[config.mk]
export PLATFORM = sky130hd
export DESIGN_NAME = lane_deskew_flat
export DESIGN_NICKNAME = d
export VERILOG_FILES = /design/src/rtl/lane_deskew_pkg.sv /design/src/rtl/lane_deskew_if.sv /design/src/rtl/deskew_lane_fifo.sv /design/src/rtl/lane_deskew.sv /design/src/flat_wrapper.sv
export SDC_FILE = /design/constraint.sdc
export NUM_CORES = 1
export LEC_CHECK = 0
export ABC_AREA = 1
export BUFFER_PORTS_ARGS = -buffer_cell sky130_fd_sc_hd__buf_2
export CAP_MARGIN = 15
export CORE_ASPECT_RATIO = 0.8
export CORE_MARGIN = 3
export CORE_UTILIZATION = 64
export DETAILED_ROUTE_END_ITERATION = 10
export HOLD_SLACK_MARGIN = 0.02
export PLACE_DENSITY_LB_ADDON = 0.25
export SLEW_MARGIN = 20
export SYNTH_ARGS = -nofsm -noshare
export SYNTH_HDL_FRONTEND = slang
export SYNTH_SLANG_ARGS = --single-unit
export TNS_END_PERCENT = 20
[constraint.sdc]
create_clock -name clk -period 5.5 [get_ports clk]
set_clock_uncertainty 0.05 [all_clocks]
set_input_delay 0.55 -clock clk [delete_from_list [all_inputs] [get_ports clk]]
set_output_delay 0.55 -clock clk [all_outputs]
set_load 0.01 [all_outputs]
[src/rtl/lane_deskew_pkg.sv]
// Shared definitions for the lane deskew buffer: default geometry and output-state encoding.
// Optional feature macro used by this block: LANE_DESKEW_OVF_EN (sticky per-lane overflow flags).
package lane_deskew_pkg;

    localparam int DEF_WIDTH = 3;
    localparam int DEF_NUB   = 4;
    localparam int DEF_DEPTH = 4;

    typedef enum logic {
        OUT_EMPTY = 1'b0,
        OUT_FULL  = 1'b1
    } out_state_t;

endpackage

[src/rtl/lane_deskew_if.sv]
// Lane-side input bundle and aligned-word output handshake of the deskew buffer.
interface lane_deskew_if
    import lane_deskew_pkg::*;
#(
    parameter int WIDTH = DEF_WIDTH,
    parameter int NUB   = DEF_NUB
);
    logic                   flush;
    logic [NUB-1:0]         in_valid;
    logic [WIDTH*NUB-1:0]   in_data;
    logic                   out_valid;
    logic                   out_ready;
    logic [WIDTH*NUB-1:0]   out_data;
    logic [NUB-1:0]         overflow;

    modport master (
        output flush, in_valid, in_data, out_ready,
        input  out_valid, out_data, overflow
    );

    modport slave (
        input  flush, in_valid, in_data, out_ready,
        output out_valid, out_data, overflow
    );
endinterface

[src/rtl/deskew_lane_fifo.sv]
// Single-lane FIFO with wrap-bit pointers; a push into a full FIFO only lands if the same edge pops.
module deskew_lane_fifo #(
    parameter int WIDTH = 3,
    parameter int DEPTH = 4
) (
    input  logic             clk,
    input  logic             rst_n,
    input  logic             flush,
    input  logic             push,
    input  logic             pop,
    input  logic [WIDTH-1:0] din,
    output logic [WIDTH-1:0] dout,
    output logic             empty,
    output logic             full
);
    localparam int AW = $clog2(DEPTH);

    logic [AW:0]      wr_ptr_reg;
    logic [AW:0]      rd_ptr_reg;
    logic [WIDTH-1:0] mem [DEPTH];
    logic             do_push;
    logic             do_pop;

    assign empty   = (wr_ptr_reg == rd_ptr_reg);
    assign full    = (wr_ptr_reg[AW] != rd_ptr_reg[AW]) &&
                     (wr_ptr_reg[AW-1:0] == rd_ptr_reg[AW-1:0]);
    assign do_pop  = pop && !empty && !flush;
    assign do_push = push && (!full || do_pop) && !flush;

    always_ff @(posedge clk or negedge rst_n) begin
        if (!rst_n) begin
            wr_ptr_reg <= '0;
            rd_ptr_reg <= '0;
        end else if (flush) begin
            wr_ptr_reg <= '0;
            rd_ptr_reg <= '0;
        end else begin
            if (do_push) wr_ptr_reg <= wr_ptr_reg + (AW+1)'(1);
            if (do_pop)  rd_ptr_reg <= rd_ptr_reg + (AW+1)'(1);
        end
    end

    // Storage carries no reset: contents are only observed behind a valid pointer.
    always_ff @(posedge clk) begin
        if (do_push) mem[wr_ptr_reg[AW-1:0]] <= din;
    end

    assign dout = mem[rd_ptr_reg[AW-1:0]];

endmodule

[src/rtl/lane_deskew.sv]
// Multi-lane deskew buffer: per-lane FIFOs feeding one output register that loads all lanes together.
// Define LANE_DESKEW_OVF_EN to build the sticky per-lane overflow flags; otherwise overflow reads 0.
module lane_deskew
    import lane_deskew_pkg::*;
#(
    parameter int WIDTH = DEF_WIDTH,
    parameter int NUB   = DEF_NUB,
    parameter int DEPTH = DEF_DEPTH
) (
    input  logic          clk,
    input  logic          rst_n,
    lane_deskew_if.slave  bus
);
    logic [NUB-1:0]       fifo_empty;
    logic [NUB-1:0]       push;
    logic [WIDTH*NUB-1:0] head_word;
    logic                 all_ready;
    logic                 pop;

    out_state_t           state_reg;
    logic                 out_valid_reg;
    logic [WIDTH*NUB-1:0] out_data_reg;

`ifdef LANE_DESKEW_OVF_EN
    logic [NUB-1:0]       fifo_full;
    logic [NUB-1:0]       drop;
    logic [NUB-1:0]       overflow_reg;
`endif

    assign all_ready = ~|fifo_empty;
    // A single pop strobe is broadcast so that lanes can never slip relative to each other.
    assign pop = !bus.flush && all_ready && ((state_reg == OUT_EMPTY) || bus.out_ready);

    generate
        for (genvar gi = 0; gi < NUB; gi++) begin : g_lane
            assign push[gi] = bus.in_valid[gi] && !bus.flush;

            deskew_lane_fifo #(
                .WIDTH (WIDTH),
                .DEPTH (DEPTH)
            ) u_fifo (
                .clk   (clk),
                .rst_n (rst_n),
                .flush (bus.flush),
                .push  (push[gi]),
                .pop   (pop),
                .din   (bus.in_data[gi*WIDTH +: WIDTH]),
                .dout  (head_word[gi*WIDTH +: WIDTH]),
                .empty (fifo_empty[gi]),
`ifdef LANE_DESKEW_OVF_EN
                .full  (fifo_full[gi])
`else
                .full  ()
`endif
            );
        end
    endgenerate

    always_ff @(posedge clk or negedge rst_n) begin
        if (!rst_n) begin
            state_reg     <= OUT_EMPTY;
            out_valid_reg <= 1'b0;
            out_data_reg  <= '0;
        end else if (bus.flush) begin
            state_reg     <= OUT_EMPTY;
            out_valid_reg <= 1'b0;
        end else begin
            case (state_reg)
                OUT_EMPTY: begin
                    if (pop) begin
                        state_reg     <= OUT_FULL;
                        out_valid_reg <= 1'b1;
                        out_data_reg  <= head_word;
                    end
                end
                OUT_FULL: begin
                    if (pop) begin
                        out_data_reg  <= head_word;
                    end else if (bus.out_ready) begin
                        state_reg     <= OUT_EMPTY;
                        out_valid_reg <= 1'b0;
                    end
                end
                default: begin
                    state_reg     <= OUT_EMPTY;
                    out_valid_reg <= 1'b0;
                end
            endcase
        end
    end

    assign bus.out_valid = out_valid_reg;
    assign bus.out_data  = out_data_reg;

`ifdef LANE_DESKEW_OVF_EN
    // A word is lost only when its lane is full and the shared pop does not free a slot.
    assign drop = push & fifo_full & ~{NUB{pop}};

    always_ff @(posedge clk or negedge rst_n) begin
        if (!rst_n) begin
            overflow_reg <= '0;
        end else if (bus.flush) begin
            overflow_reg <= '0;
        end else begin
            overflow_reg <= overflow_reg | drop;
        end
    end

    assign bus.overflow = overflow_reg;
`else
    assign bus.overflow = '0;
`endif

endmodule

[src/flat_wrapper.sv]
// flat-port wrapper written by rule: the top's interface ports become plain ports
module lane_deskew_flat import lane_deskew_pkg::*;
#(
    parameter int WIDTH = DEF_WIDTH,
    parameter int NUB   = DEF_NUB,
    parameter int DEPTH = DEF_DEPTH
)
  (clk, rst_n, bus_flush, bus_in_valid, bus_in_data, bus_out_ready, bus_out_valid, bus_out_data, bus_overflow);
  lane_deskew_if #(.WIDTH(WIDTH), .NUB(NUB)) bus_i ();
  input  logic clk;
  input  logic rst_n;
  input wire logic [$bits(bus_i.flush)-1:0] bus_flush;
  input wire logic [$bits(bus_i.in_valid)-1:0] bus_in_valid;
  input wire logic [$bits(bus_i.in_data)-1:0] bus_in_data;
  input wire logic [$bits(bus_i.out_ready)-1:0] bus_out_ready;
  output wire logic [$bits(bus_i.out_valid)-1:0] bus_out_valid;
  output wire logic [$bits(bus_i.out_data)-1:0] bus_out_data;
  output wire logic [$bits(bus_i.overflow)-1:0] bus_overflow;
  assign bus_i.flush = bus_flush;
  assign bus_i.in_valid = bus_in_valid;
  assign bus_i.in_data = bus_in_data;
  assign bus_i.out_ready = bus_out_ready;
  assign bus_out_valid = bus_i.out_valid;
  assign bus_out_data = bus_i.out_data;
  assign bus_overflow = bus_i.overflow;
  lane_deskew #(.WIDTH(WIDTH), .NUB(NUB), .DEPTH(DEPTH)) u_core (.clk(clk), .rst_n(rst_n), .bus(bus_i));
endmodule
[Yosys cells after proc, flatten, opt, wreduce, memory -nomap -nowiden]
Memory sizes are Yosys's and may differ from the RTL's. A register that Yosys moved wholly into a read port is not among the register bits.
Index checks and enable logic that the tools add are counted.
Operators by class
  add/subtract/negate cells: 8
  equal/unequal tests: 15
  bitwise operators: 2
  reduce and logical (&&, ||, !) cells: 56
  mux-type cells: 34
Operators by type and width (number)
  $mux 3: 16
  $logic_and 1x1->1: 26
  $add 3x1->3 const B: 8
  $mux 1: 16
  $reduce_bool 2->1: 8
  $logic_not 1->1: 14
  $eq 3x3->1: 4
  $ne 3x3->1 const B: 3
  $eq 2x2->1: 4
  $logic_or 1x1->1: 5
  $ne 1x1->1: 4
  $pmux 1 s2: 2
  $reduce_or 4->1: 1
  $reduce_and 3->1: 1
  $not 1->1: 2
  $reduce_and 2->1: 1
Storage, ports and cells
  flip-flop bits (word level): 26
  output and inout port bits: 17
  RAM bits: 48
  bits of input ports: 20
  memories kept: 4
  word-level logic and storage cells: 129
Memory list
  u_core.g_lane[0].u_fifo.mem: words 4, width 3, read ports 1, clocked after Yosys merged registers in 1, wr ports 1, RTL line deskew_lane_fifo.sv:20  | logic [WIDTH-1:0] mem [DEPTH];
  u_core.g_lane[1].u_fifo.mem: words 4, width 3, read ports 1, clocked after Yosys merged registers in 1, wr ports 1, RTL line deskew_lane_fifo.sv:20
  u_core.g_lane[2].u_fifo.mem: words 4, width 3, read ports 1, clocked after Yosys merged registers in 1, wr ports 1, RTL line deskew_lane_fifo.sv:20
  u_core.g_lane[3].u_fifo.mem: words 4, width 3, read ports 1, clocked after Yosys merged registers in 1, wr ports 1, RTL line deskew_lane_fifo.sv:20

[Logic depth before layout (Yosys ltp)]
Gate-level depths: netlist of the first run.
  word-level depth: 12
  mapped depth: 12

[By module]
A second synthesis of the first run with hierarchy kept.
Unflattened totals
  cells, all modules: 448
  area total of the unflattened synthesis: 4531.8 um2
By module, submodules not included
  deskew_lane_fifo at u_core.g_lane[0].u_fifo ...: cells an instance 90, seq. area each 510.5 um2, area each 948.4 um2, times used 3
  deskew_lane_fifo at u_core.g_lane[2].u_fifo: cells an instance 90, seq. area each 510.5 um2, area each 965.9 um2, times used 1
  lane_deskew: cells an instance 88, seq. area each 350.3 um2, area each 720.7 um2, times used 1

[Worst setup path before layout of the first run]
OpenSTA, ideal clock, no wires.
  path type: input port to flip-flop
  start: in bus_flush
  end: mem u_core.g_lane[0].u_fifo.mem[0][0] (enable)
  required time: 5.131 ns
  path buffers: 1
  cell stages on the path: 8
  data arrival time: 1.526 ns
  setup time: 0.319 ns
  path slack: 3.605 ns
  cells stage by stage: buf_2 -> clkinv_1 -> nand3_1 -> nor2_4 -> nand2_4 -> nand2_2 -> nand2_2 -> nor2_1
On the way
  longest elaborated chain between the ends: 10
RTL lines
  start: declaration: RTL line flat_wrapper.sv:12  | input wire logic [$bits(bus_i.flush)-1:0] bus_flush;
  $logic_not 1->1 (*)
  $logic_and 1x1->1 (2 in series): RTL line lane_deskew.sv:32  | assign pop = !bus.flush && all_ready && ((state_reg == OUT_EMPTY) || bus.out_ready);
  $logic_and 1x1->1 (2 in series): RTL line deskew_lane_fifo.sv:27  | assign do_pop = pop && !empty && !flush;
  $logic_or 1x1->1: RTL line deskew_lane_fifo.sv:28  | assign do_push = push && (!full || do_pop) && !flush;
  $logic_and 1x1->1: RTL line deskew_lane_fifo.sv:28
  $logic_and 1x1->1 (*): RTL line deskew_lane_fifo.sv:28
  $mux 1 (*): RTL line deskew_lane_fifo.sv:45  | if (do_push) mem[wr_ptr_reg[AW-1:0]] <= din;
  $mux 1 (not written as such) (*): RTL line deskew_lane_fifo.sv:45
  end: declaration: RTL line deskew_lane_fifo.sv:20
Every way passes the cells marked *; elsewhere a longest branch is shown, timed or not.

[Worst setup path in the final report of the first run]
  start: reg u_core.g_lane[1].u_fifo.rd_ptr_reg[0]
  end: mem u_core.g_lane[3].u_fifo.mem[2][1] (enable)
On the way
  longest elaborated chain between the ends: 12
RTL lines
  start: declaration: RTL line deskew_lane_fifo.sv:19  | logic [AW:0] rd_ptr_reg;
  start signal: assignment: RTL line deskew_lane_fifo.sv:39  | if (do_pop) rd_ptr_reg <= rd_ptr_reg + (AW+1)'(1);
  $eq 3x3->1: RTL line deskew_lane_fifo.sv:24  | assign empty = (wr_ptr_reg == rd_ptr_reg);
  $reduce_or 4->1: RTL line lane_deskew.sv:30  | assign all_ready = ~|fifo_empty;
  $logic_not 1->1: RTL line lane_deskew.sv:30
  $logic_and 1x1->1 (2 in series): RTL line lane_deskew.sv:32
  $logic_and 1x1->1 (2 in series): RTL line deskew_lane_fifo.sv:27
  $logic_or 1x1->1: RTL line deskew_lane_fifo.sv:28
  $logic_and 1x1->1 (2 in series): RTL line deskew_lane_fifo.sv:28
  $mux 1: RTL line deskew_lane_fifo.sv:45
  $mux 1 (not written as such): RTL line deskew_lane_fifo.sv:45
  end: declaration: RTL line deskew_lane_fifo.sv:20
No other way between the ends.

==> summary.json, run 1 <==
{
  "placed_design": {
    "placed_cell_areas_mm2": 0.00427,
    "post-place-cells": 505,
    "preCtsSetupSlack_ns": 2.46,
    "routabilityCongestion": 0.844,
    "place.detailed.hpwl_um": 5530,
    "port_buffers": 32
  },
  "clock_network": {
    "cts_root_buf": "sky130_fd_sc_hd__clkbuf_8",
    "cts_tree": "done",
    "cts-htree-levels": 3,
    "postCtsHoldBufs": 0,
    "clock_sink_count": 86,
    "cts_buffer_depth": 2,
    "clock_latency_ns": 0.35,
    "ctsResizeCount": 0,
    "cts.repair_timing.setup_buffer_count": 0,
    "cts-buffers-inserted": 9,
    "clk_transition_reported_paths_ns": 0.08
  },
  "power": {
    "cellInternalPower_mw": 1.16,
    "power.switching_uw": 455,
    "peakVddDrop_uv": 214,
    "power.density_mw_per_mm2": 359,
    "p_seq_share_pct": 50.0,
    "total_power_mw": 1.61,
    "leakagePower_nw": 2.03,
    "switching_share_of_power_pct": 28.2,
    "share_clk_of_total_power_pct": 32.2,
    "power.share.combinational_pct": 17.8
  },
  "yosys": {
    "synth.cell_area_mm2": 0.00411,
    "synth_cell_types": 27,
    "yosysWarnings": 0,
    "synth.area.top_cells": "sky130_fd_sc_hd__edfxtp_1 (35%), sky130_fd_sc_hd__dfrtp_1 (23%), sky130_fd_sc_hd__ha_1 (6.1%)",
    "post-synth-top-area-fraction_pct": 35.1,
    "synth_sequential_area_ratio_pct": 58.3,
    "synth.ff_latch_count": 86,
    "most_used_flip_flop_cell_after_synthesis": "sky130_fd_sc_hd__edfxtp_1",
    "synthCells": 408,
    "synth_largest_area_cell": "sky130_fd_sc_hd__edfxtp_1",
    "ys_async_sr_fraction_pct": 44.2,
    "synth_enable_flop_cells": 48,
    "synth.most_common_cell": "sky130_fd_sc_hd__nand2_1",
    "synthesis.area_per_instance_um2": 10.1,
    "synthTopCellsByCount": "sky130_fd_sc_hd__nand2_1 (62), sky130_fd_sc_hd__nor2_1 (54), sky130_fd_sc_hd__nand3_1 (50)"
  },
  "sta": {
    "grt_setup_unrepaired": "false",
    "hold_ws_ns": 0.243,
    "setup_tns_ns": 0,
    "worst_pin_slew_ns": 0.843,
    "finalSetupViolations": 0,
    "finalCritPeriodShare_pct": 50.9,
    "hold_viol_final": 0,
    "timing.final.crit_period_ns": 2.80,
    "fmax_ghz": 0.357,
    "slew-limit-headroom_pct": 43.8,
    "setup_slack_ns": 2.70,
    "timing.final.max_slew_violations": 0
  },
  "global_routing": {
    "grt_pass1_wl_um": 13200,
    "first_global_vias": 2813,
    "global_route.overflow_total": 0,
    "grt_start_max_net_pins": 39,
    "grtUsageTotal_pct": 23.2,
    "antenna_found_initial": 0
  },
  "worst_setup_path": {
    "arrival_ns": 2.79,
    "cp_cell_sequence": "inv_2 -> nand2_1 -> nand2_1 -> nand3_1 -> nand3_1 -> nor2_4 -> nand2_4 -> nand2_2 -> nand2_2 -> nor2_1",
    "timing.critical_path.required_ns": 5.49,
    "slowest_delay_ns": 0.55,
    "critical_path_s_top_delay_family": "simple AND/OR/NAND/NOR gates",
    "critPathCaptureType": "flop",
    "timing.setup.critical_path_class": "flop to flop",
    "critical_path_buf_inv_count": 1,
    "path_max_fanout": 25,
    "worst_setup_path_start_kind": "flop",
    "cell_at_the_slowest_stage_of_the_critical_path": "sky130_fd_sc_hd__dfrtp_1",
    "timing.reg2reg.setup_slack_ns": 2.70
  },
  "drt": {
    "routed_wire_length_per_instance_um": 15.0,
    "detailedRoute.firstIterationViolations": 151,
    "residual_antenna_violating_net_count_after_detailed_routing": 0,
    "detail_route.wirelength_um": 7820,
    "route.detailed.vias_per_inst": 5.59,
    "route.vias.total": 2912,
    "drtPass1Iterations": 5,
    "number_of_drc_violations_after_detailed_routing": 0
  },
  "layout": {
    "nets": 475,
    "largest_reg_flops": 48,
    "utilization_pct": 74.1,
    "stdcell_count": 521,
    "diodes": 0,
    "layout-drive-gt1-share_pct": 13.9,
    "area_growth_syn_to_layout_pct": 9.54,
    "filler_cell_count": 429,
    "final_area_mm2": 0.00450
  },
  "hold_path": {
    "hold_path_class": "input port to asynchronous set/reset pin"
  },
  "floorplan": {
    "dieWidth_um": 95.6,
    "core_area_mm2": 0.00607,
    "initial_core_utilization_pct": 67.7,
    "rows": 25,
    "die_area_mm2": 0.00742,
    "io_pins": 37,
    "die_height_um": 77.6
  },
  "status": {
    "run_status": "finished clean"
  },
  "flow_run": {
    "number_of_max_capacitance_violations_reported": 0
  }
}
[power by group through the flow]
stage | registers (mW) | clock network, mW | logic (mW)
floorplan | 0.812 | 0 | 0.202
CTS | 0.808 | 0.525 | 0.290
finish | 0.807 | 0.519 | 0.287
detailed placement | 0.821 | 0 | 0.287
global placement | 0.820 | 0 | 0.275
global route | 0.818 | 0.559 | 0.328
[layout by cell type (no fill, tap or decap)]
cell / Yosys / final
sky130_fd_sc_hd__nand3_1: 50 / 50
sky130_fd_sc_hd__ha_1: 20 / 20
sky130_fd_sc_hd__o21ai_0: 24 / 24
sky130_fd_sc_hd__bufinv_16: 0 / 3
sky130_fd_sc_hd__nand4_1: 4 / 4
sky130_fd_sc_hd__a21oi_1: 6 / 6
sky130_fd_sc_hd__nor2_4: 1 / 1
sky130_fd_sc_hd__or2_2: 1 / 1
sky130_fd_sc_hd__xnor2_1: 9 / 9
sky130_fd_sc_hd__o32ai_1: 6 / 6
sky130_fd_sc_hd__nand2_4: 1 / 1
sky130_fd_sc_hd__clkbuf_1: 3 / 3
sky130_fd_sc_hd__clkbuf_8: 0 / 9
sky130_fd_sc_hd__nor2_1: 54 / 54
sky130_fd_sc_hd__o22ai_1: 6 / 6
sky130_fd_sc_hd__xor2_1: 6 / 6
sky130_fd_sc_hd__buf_2: 7 / 32
sky130_fd_sc_hd__clkinvlp_4: 0 / 1
sky130_fd_sc_hd__nand2_1: 62 / 62
sky130_fd_sc_hd__dfrtp_1: 38 / 38
sky130_fd_sc_hd__conb_1: 1 / 4
sky130_fd_sc_hd__edfxtp_1: 48 / 48
sky130_fd_sc_hd__nand2_2: 9 / 9
sky130_fd_sc_hd__o31ai_2: 2 / 2
sky130_fd_sc_hd__inv_2: 2 / 2
sky130_fd_sc_hd__inv_1: 38 / 38
sky130_fd_sc_hd__clkinv_1: 1 / 1
[layout make-up]
type | instances | area [um2] | area share [%]
sequential | 86 | 2390 | 53.2
inverter | 41 | 154 | 3.42
tap | 81 | 101 | 2.25
timing repair buffer | 32 | 160 | 3.56
clock inverter | 4 | 97.6 | 2.17
clock buffer | 12 | 135 | 3.00
multi-input combinational | 265 | 1460 | 32.4
[per-layer routing]
metal / up-vias / global-route usage [%] / part of all wire [%]
met3: 10 / 6.69 / 6.1
met1: 1409 / 30.5 / 44
li1: 1412 / - / -
met5: - / 0 / 0
met4: 0 / 5.54 / 1.0
met2: 81 / 38.0 / 49
[worst register-to-register path: cells and delay by family (launching register included)]
kind,cells,cell delay [ns]
AND/OR/NAND/NOR,9,1.76
buffers and inverters,1,0.12
flip-flops,1,0.55
[logic make-up after synthesis]
group                    Yosys count  share of synthesized area [%]
AND/OR/NAND/NOR                  182                           19.4
flip-flops                        86                           58.3
buffers and inverters             60                           6.52
AO/OA/AOI/OAI                     44                           6.46
adder cells (fa/ha/maj)           20                           6.09
XOR/XNOR                          15                           3.20
other                              1                         0.0913
[worst paths after layout]
kind	depth (start not counted)	to	start
min in group clk	1	u_core.g_lane[0].u_fifo.mem[3][2]	bus_in_data[2]
max in group asynchronous	1	u_core.bus.out_data[6]	rst_n
setup reg to reg	10	u_core.g_lane[3].u_fifo.mem[2][1]	u_core.g_lane[1].u_fifo.rd_ptr_reg[0]
hold reg to reg	2	u_core.bus.out_data[3]	u_core.bus.out_data[3]
hold / removal	1	u_core.bus.out_data[5]	rst_n
setup / recovery	10	u_core.g_lane[3].u_fifo.mem[2][1]	u_core.g_lane[1].u_fifo.rd_ptr_reg[0]
No activity file was read; power rests on OpenSTA's default activity.
==> run 2: changes to the inputs <==
- CORE_UTILIZATION: 64 -> 53
- clock period: 5.5 -> 2.47 ns (I/O delays scaled with it)
==> run 2 against run 1 <==
  * Sequential cell count unchanged
  * Combinational power rose by 120%
  * Die area grew 19%
  * Hold slack worse by 0.18 ns
  * Sequential share of layout area grew 0.074 points
  * Sequential power increased by 120%
  * Critical endpoint is now u_core.g_lane[1].u_fifo.mem[1][0]
  * Via count down 3.5%
  * Highest routed layer unchanged
  * Wire length down 2.3%
  * Critical path type unchanged
  * Fmax increased by 29%
  * Clock power rose by 61%
  * Worst setup slack lost 2.4 ns
==> summary.json, run 2 (same netlist as run 1, synthesis figures left out) <==
{
  "global_routing": {
    "grt_pass1_wl_um": 12900,
    "grt_most_used_layer": "met2",
    "antenna_found_initial": 0,
    "met1_usage_pct": 24.3,
    "global_route.overflow_total": 0,
    "first_global_vias": 2750,
    "globalRouteMet3Util_pct": 5.23,
    "grt_start_max_net_pins": 39,
    "grtUsageTotal_pct": 18.6,
    "met2_usage_pct": 30.5
  },
  "layout": {
    "diodes": 0,
    "layout-drive-gt1-share_pct": 14.6,
    "seqCellArea_mm2": 0.00239,
    "layout.cells.most_common_list": "sky130_fd_sc_hd__nand2_1 (62), sky130_fd_sc_hd__nor2_1 (54), sky130_fd_sc_hd__nand3_1 (50), sky130_fd_sc_hd__edfxtp_1 (48)",
    "largest_reg_flops": 48,
    "filler_cell_count": 641,
    "multi_input_comb_area_mm2": 0.00146,
    "nets": 480,
    "layout.cells.most_common": "sky130_fd_sc_hd__nand2_1",
    "area_growth_syn_to_layout_pct": 9.38
  },
  "worst_setup_path": {
    "critPathCaptureType": "flop",
    "arrival_ns": 2.15,
    "worst_setup_path_start_kind": "flop",
    "timing.setup.critical_path_class": "flop to flop",
    "path_max_fanout": 12,
    "slowest_delay_ns": 0.53,
    "cell_at_the_slowest_stage_of_the_critical_path": "sky130_fd_sc_hd__dfrtp_1",
    "cp_cell_sequence": "inv_2 -> nand2_1 -> nand2_1 -> nand3_1 -> nand3_1 -> nor2_4 -> nand2_4 -> nand2_2 -> nand2_2 -> nor2_1",
    "timing.reg2reg.setup_slack_ns": 0.30,
    "timing.critical_path.required_ns": 2.45
  },
  "power": {
    "peakVddDrop_uv": 327,
    "total_power_mw": 3.27,
    "power.density_mw_per_mm2": 727,
    "leakagePower_nw": 2.02
  },
  "clock_network": {
    "cts_tree": "done",
    "cts_buffer_depth": 2,
    "cts-htree-levels": 3,
    "clock_sink_count": 86,
    "cts-buffers-inserted": 9,
    "clk_transition_reported_paths_ns": 0.08,
    "clock_latency_ns": 0.36,
    "ctsResizeCount": 0,
    "cts_root_buf": "sky130_fd_sc_hd__clkbuf_8"
  },
  "drt": {
    "residual_antenna_violating_net_count_after_detailed_routing": 0,
    "route.vias.total": 2811,
    "routed_wire_length_per_instance_um": 13.9,
    "detailedRoute.firstIterationViolations": 130,
    "detail_route.wirelength_um": 7640,
    "route.detailed.vias_per_inst": 5.12,
    "number_of_drc_violations_after_detailed_routing": 0,
    "drtPass1Iterations": 5
  },
  "floorplan": {
    "io_pins": 37,
    "die_height_um": 84.7,
    "rows": 28,
    "initial_core_utilization_pct": 55.0,
    "core_area_mm2": 0.00746,
    "die_area_mm2": 0.00885,
    "dieWidth_um": 104
  },
  "sta": {
    "finalCritPeriodShare_pct": 87.9,
    "hold_viol_final": 0,
    "finalSetupViolations": 0,
    "worst_pin_slew_ns": 0.829,
    "grt_setup_unrepaired": "false",
    "slew-limit-headroom_pct": 44.7,
    "fmax_ghz": 0.461,
    "timing.final.crit_period_ns": 2.17,
    "timing.final.max_slew_violations": 0,
    "setup_tns_ns": 0
  },
  "placed_design": {
    "port_buffers": 32,
    "place.detailed.hpwl_um": 5570,
    "routabilityCongestion": 0.850
  },
  "hold_path": {
    "hold_path_class": "input port to flop"
  },
  "flow_run": {
    "number_of_max_capacitance_violations_reported": 0
  },
  "status": {
    "run_status": "finished clean"
  }
}
## run 2: cell count changes in the layout (fill, tap and decap cells not counted)
cell,change
sky130_fd_sc_hd__buf_4,+4
sky130_fd_sc_hd__bufinv_16,-3
sky130_fd_sc_hd__clkbuf_1,-1
sky130_fd_sc_hd__clkinv_2,+2
sky130_fd_sc_hd__clkinvlp_4,+1
sky130_fd_sc_hd__dlygate4sd3_1,+1
## run 2: path summary, 6_finish.rpt
check | start | end | cells past startpoint
setup reg to reg | u_core.g_lane[1].u_fifo.rd_ptr_reg[0] | u_core.g_lane[1].u_fifo.mem[1][0] | 10
max in group asynchronous | rst_n | u_core.g_lane[2].u_fifo.wr_ptr_reg[2] | 2
hold / removal | bus_in_data[7] | u_core.g_lane[2].u_fifo.mem[1][1] | 1
min in group asynchronous | rst_n | u_core.bus.out_data[3] | 2
setup / recovery | u_core.g_lane[1].u_fifo.rd_ptr_reg[0] | u_core.g_lane[1].u_fifo.mem[1][0] | 10
hold reg to reg | u_core.bus.out_data[4] | u_core.bus.out_data[4] | 2
## run 2: repair_timing
| item | 4_1_cts | 5_1_grt |
|---|---|---|
| hold buffers | 1 | 0 |
| endpoints found under the hold margin | 38 | 0 |
| buffers inserted | 0 | 0 |
## run 2: where the power goes
part	switching, mW	internal [mW]
Sequential	0.130	1.66
Combinational	0.387	0.249
Clock	0.481	0.357
Total	0.998	2.27
## run 2: stage by stage
stage               setup WS, ns  hold WS (ns)  cell area (um2)  cells  utilization (%)
floorplan                  0.690       -0.0986             4120    411                -
CTS                        0.285        0.0517             4490    549             60.2
detailed placement         0.298         0.350             4330    533             58.0
global placement           0.467         0.345             4330    533             58.0
global route               0.123        0.0431             4490    549             60.2
finish                     0.299        0.0586             4490    549             60.2
## run 2: critical path, delay by kind of cell (launching register included)
family                 cells  cell delay (ns)
AND/OR/NAND/NOR            9             1.13
buffers and inverters      1             0.12
flip-flops                 1             0.53
## run 2: routing by layer
layer | routed length, um | vias to the layer above
met3 | 359 | 10
li1 | - | 1417
met4 | 95 | 0
met2 | 3680 | 56
met1 | 3510 | 1328
met5 | 0 | -
## run 2: layout make-up
type,instances,share of cell area [%]
clock buffers,11,2.92
repair buffers,37,4.46
multi-input cells,265,32.5
flip-flops and latches,86,53.3
inverters,41,3.43
well taps,105,2.92
clock inverters,4,0.557
